`src/rtl/if_id_stage.sv`:
```
// if_id_stage: fetch-to-decode pipeline register with a two-entry main/skid buffer.
// Latency: an instruction accepted at cycle t is presented on out_* at t+1 when the main entry is free.
// Backpressure: in_ready = !s_valid (registered only, no combinational path from out_ready).
// Ports: clk/rst (sync, active-high); in_valid/in_ready/in_instr/in_pc from fetch; flush redirect;
//        out_valid/out_ready plus decoded fields of the main entry to decode; stall_count (saturating).
module if_id_stage #(
  parameter int N_INSTR = 32,
  parameter int N_PC    = 32,
  parameter int N_CNT   = 16
) (
  input  logic               clk,
  input  logic               rst,
  input  logic               in_valid,
  output logic               in_ready,
  input  logic [N_INSTR-1:0] in_instr,
  input  logic [N_PC-1:0]    in_pc,
  input  logic               flush,
  output logic               out_valid,
  input  logic               out_ready,
  output logic [5:0]         out_opcode,
  output logic [4:0]         out_rs,
  output logic [4:0]         out_rt,
  output logic [4:0]         out_rd,
  output logic [4:0]         out_shamt,
  output logic [5:0]         out_funct,
  output logic [15:0]        out_immed,
  output logic [25:0]        out_jaddr,
  output logic               out_is_rtype,
  output logic [N_PC-1:0]    out_pc_plus4,
  output logic [N_CNT-1:0]   stall_count
);

  logic               m_valid_q, m_valid_d;
  logic [N_INSTR-1:0] m_instr_q, m_instr_d;
  logic [N_PC-1:0]    m_pc_q,    m_pc_d;
  logic               s_valid_q, s_valid_d;
  logic [N_INSTR-1:0] s_instr_q, s_instr_d;
  logic [N_PC-1:0]    s_pc_q,    s_pc_d;
  logic [N_CNT-1:0]   stall_q,   stall_d;

  logic accept;
  logic drain;

  assign in_ready  = !s_valid_q;
  assign out_valid = m_valid_q;
  assign accept    = in_valid && in_ready;
  assign drain     = m_valid_q && out_ready;

  always_comb begin
    m_valid_d = m_valid_q;
    m_instr_d = m_instr_q;
    m_pc_d    = m_pc_q;
    s_valid_d = s_valid_q;
    s_instr_d = s_instr_q;
    s_pc_d    = s_pc_q;
    stall_d   = stall_q;

    // Stall counting is independent of flush: a flushed cycle can still be a stalled one.
    if (m_valid_q && !out_ready && (stall_q != {N_CNT{1'b1}})) begin
      stall_d = stall_q + N_CNT'(1);
    end

    if (flush) begin
      // Data registers keep their contents; only the valid bits matter.
      m_valid_d = 1'b0;
      s_valid_d = 1'b0;
    end else if (!m_valid_q || drain) begin
      if (s_valid_q) begin
        // Skid entry is older than anything arriving now, so it advances first.
        m_instr_d = s_instr_q;
        m_pc_d    = s_pc_q;
        m_valid_d = 1'b1;
        if (accept) begin
          s_instr_d = in_instr;
          s_pc_d    = in_pc;
        end else begin
          s_valid_d = 1'b0;
        end
      end else begin
        if (accept) begin
          m_instr_d = in_instr;
          m_pc_d    = in_pc;
        end
        m_valid_d = accept;
      end
    end else if (accept) begin
      // Main entry is stuck; accept can only happen here while the skid entry is empty.
      s_instr_d = in_instr;
      s_pc_d    = in_pc;
      s_valid_d = 1'b1;
    end
  end

  always_ff @(posedge clk) begin
    if (rst) begin
      m_valid_q <= 1'b0;
      m_instr_q <= '0;
      m_pc_q    <= '0;
      s_valid_q <= 1'b0;
      s_instr_q <= '0;
      s_pc_q    <= '0;
      stall_q   <= '0;
    end else begin
      m_valid_q <= m_valid_d;
      m_instr_q <= m_instr_d;
      m_pc_q    <= m_pc_d;
      s_valid_q <= s_valid_d;
      s_instr_q <= s_instr_d;
      s_pc_q    <= s_pc_d;
      stall_q   <= stall_d;
    end
  end

  assign out_opcode   = m_instr_q[31:26];
  assign out_rs       = m_instr_q[25:21];
  assign out_rt       = m_instr_q[20:16];
  assign out_rd       = m_instr_q[15:11];
  assign out_shamt    = m_instr_q[10:6];
  assign out_funct    = m_instr_q[5:0];
  assign out_immed    = m_instr_q[15:0];
  assign out_jaddr    = m_instr_q[25:0];
  assign out_is_rtype = (m_instr_q[31:26] == 6'b000000);
  assign out_pc_plus4 = m_pc_q + N_PC'(4);
  assign stall_count  = stall_q;

endmodule

```
`config.mk`:
```
export PLATFORM = sky130hd
export DESIGN_NAME = if_id_stage
export DESIGN_NICKNAME = d
export VERILOG_FILES = /design/src/rtl/if_id_stage.sv
export SDC_FILE = /design/constraint.sdc
export NUM_CORES = 1
export LEC_CHECK = 0
export CAP_MARGIN = 20
export CORE_MARGIN = 1
export CORE_UTILIZATION = 45
export DETAILED_ROUTE_END_ITERATION = 10
export GPL_ROUTABILITY_DRIVEN = 1
export PLACE_DENSITY = 0.74
export REMOVE_ABC_BUFFERS = 1
export SLEW_MARGIN = 30
export SYNTH_ARGS = -nofsm -noshare
export SYNTH_HDL_FRONTEND = slang
export SYNTH_SLANG_ARGS = --single-unit
```
`constraint.sdc`:
```
create_clock -name clk -period 2.3 [get_ports clk]
set_input_delay 0.46 -clock clk [delete_from_list [all_inputs] [get_ports clk]]
set_output_delay 0.46 -clock clk [all_outputs]
set_load 0.02 [all_outputs]
```
==> impl_metrics.json <==
{
  "routed_wl_um": 18300,
  "rsz0062_at_grt": "yes",
  "antenna_found_initial": 0,
  "io_buffers": 193,
  "grt_busiest_layer": "met2",
  "ys_types": 37,
  "cts_tree": "done",
  "synth_common_cells": "146 x dfxtp_1, 146 x nand2_1, 76 x nor2_1",
  "worst_pin_slew_ns": 0.9157,
  "fp-row-count": 44,
  "clk_pin_slew_ns": 0.06,
  "fin_skew_ns": 0.005888,
  "synth_ff_type": "dfxtp_1",
  "grt_max_degree": 93,
  "yosys.area_share.xor_xnor_pct": 3.634,
  "status": "finished, violations left",
  "diodes": 0,
  "dp_slack_ns": -0.2539,
  "first_global_vias": 5824,
  "synth_seq_cells": 146,
  "synth_compound_area_share_pct": 14.07,
  "met3_usage_pct": 6.357,
  "max_freq_ghz": 0.4037,
  "failed_checks": "negative setup slack",
  "crit_type": "reg2out",
  "coreArea_um2": 14590,
  "via_per_inst": 5.231,
  "dp_cells": 1138,
  "cp-start-kind": "flip-flop",
  "hold_viol": 0,
  "ys_warn_count": 0,
  "netlist_area_um2": 6749,
  "ios": 194,
  "dpl_cell_area_um2": 8889,
  "period_share_pct": 107.7,
  "synth_edf_count": 0,
  "design_area_um2": 9913,
  "die_h_um": 124.5,
  "syn_avg_cell_area_um2": 8.373,
  "grt_use_met2_pct": 38.51,
  "yosys.area.top_type": "dfxtp_1",
  "die_area_um2": 15490,
  "track_usage_pct": 22.97,
  "setup_viol": 16,
  "yosys.area_share.simple_pct": 19.97,
  "syn_inst": 806,
  "clk_path_buf_depth": 2,
  "cts.sinks": 146,
  "fin_ws_ns": -0.1768,
  "chipWidth_um": 124.5,
  "grt_pass1_wl_um": 28970,
  "p_per_area_nw_per_um2": 665.6,
  "vias": 6188,
  "nFillCells": 1186,
  "syn_to_final_growth_pct": 46.89,
  "async_flop_share_pct": 0,
  "final_core_util_pct": 67.95,
  "grtUsageMet1_pct": 28.83,
  "synth_mux_area_share_pct": 10.16,
  "drc": 0,
  "start_util_pct": 46.26,
  "synth_top_family_by_area": "simple AND/OR/NAND/NOR gates",
  "nNetsFinal": 1059,
  "htree_levels": 4,
  "cellLeakagePower_uw": 0.003628,
  "firstDrtPassIters": 5,
  "synth_top_area_share_pct": 43.31,
  "cts_root_buf": "clkbuf_16",
  "stdcell_count": 1183,
  "drv_cap": 0,
  "cp_max_fo": 5,
  "drive_above_1_share_pct": 18.12,
  "synth_area_leaders": "dfxtp_1 43%, mux2i_1 9.5%, nand2_1 8.1%",
  "critPathRequiredTime_ns": 1.84,
  "worstHoldPathType": "reg2reg",
  "irDropWorstVdd_mv": 0.5786,
  "drt.antenna.violating_nets": 0,
  "yosysSeqAreaShare_pct": 43.31,
  "gp_congestion": 0.8485,
  "cp-end-kind": "primary output",
  "wire_per_inst_um": 15.47,
  "crit_arrival_ns": 2.02,
  "drv_slew": 0,
  "slew_headroom_pct": 38.95,
  "whs_ns": 0.4528,
  "clock_latency_ns": 0.41,
  "synth_fa_ha_area_share_pct": 0.3708,
  "place_hpwl_um": 11290,
  "grt_remaining_overflow": 0,
  "multi_input_area_um2": 3543,
  "numCtsBuffers": 17,
  "drt_iter0_markers": 333,
  "regArea_um2": 2944,
  "fin_crit_ns": 2.477
}
power by group:
part	internal, uW	switching [uW]
logic	469	475
clock network	1920	1040
registers	2620	74.6
total	5010	1590
metrics by stage:
step | power (uW) | TNS (ns)
6_report | 6599 | -1.447
5_1_grt | 6847 | -3.366
4_1_cts | 6623 | -2.529
3_5_place_dp | 3686 | -2.904
3_3_place_gp | 3675 | -2.100
2_1_floorplan | 3147 | -582.25
registers in the layout (all words and copies together) (netlist names):
signal       cells
s_instr_q       32
out_valid        1
stall_count     16
s_valid_q        1
m_pc_q          32
s_pc_q          32
m_instr_q       32
layout by cell type (no fill, tap or decap), types with 12 or more instances in the layout:
master,instances
a211oi_1,65
a21oi_1,74
buf_4,74
clkbuf_16,18
clkdlybuf4s50_1,163
dfxtp_1,133
mux2i_1,64
nand2_1,145
nand4_1,12
nor2_1,75
xor2_1,19
critical path: stages, from the launching register on:
cell     delay, ns
dfxtp_4       0.36
ha_4          0.13
nand4_1       0.16
buf_6         0.20
buf_4         0.14
nor4_4        0.25
xor2_1        0.19
buf_4         0.17
metal layers:
| layer | part of all wire [%] | wire length [um] |
|---|---|---|
| met5 | 0 | 0 |
| met4 | 1.1 | 207 |
| met3 | 5.5 | 1005 |
| met2 | 49 | 8900 |
| met1 | 45 | 8188 |
repair_timing:
| action | CTS | global route |
|---|---|---|
| hold endpoints to repair | 0 | 0 |
| pin swaps | 13 | 33 |
| setup endpoints to repair | 29 | 25 |
| resized for setup | 154 | 54 |
| cloned | 2 | 0 |
| buffers inserted | 7 | 9 |
| hold buffers | 0 | 0 |
path summary, 6_finish.rpt:
check                 startpoint          endpoint  slack, ns  cells past startpoint
setup / recovery       m_pc_q[3]  out_pc_plus4[18]      -0.18                      7
hold / removal         s_pc_q[0]         s_pc_q[0]       0.45                      2
setup reg to reg  stall_count[2]   stall_count[15]       0.23                      4
hold reg to reg        s_pc_q[0]         s_pc_q[0]       0.45                      2
cells by family after synthesis:
group | count (synthesis)
multiplexers | 68
buffers and inverters | 108
AND/OR/NAND/NOR | 301
adder cells (fa/ha/maj) | 2
AO/OA/AOI/OAI | 153
XOR/XNOR | 28
flip-flops | 146
cell type report:
class	count	share of cell area [%]
clock buffer	21	4.859
sequential	146	29.70
inverter	6	0.2272
clock inverter	9	1.540
multi-input combinational	552	35.74
timing repair buffer	265	25.61
tap	184	2.322
Note: power is estimated with default switching activity, not from simulation.
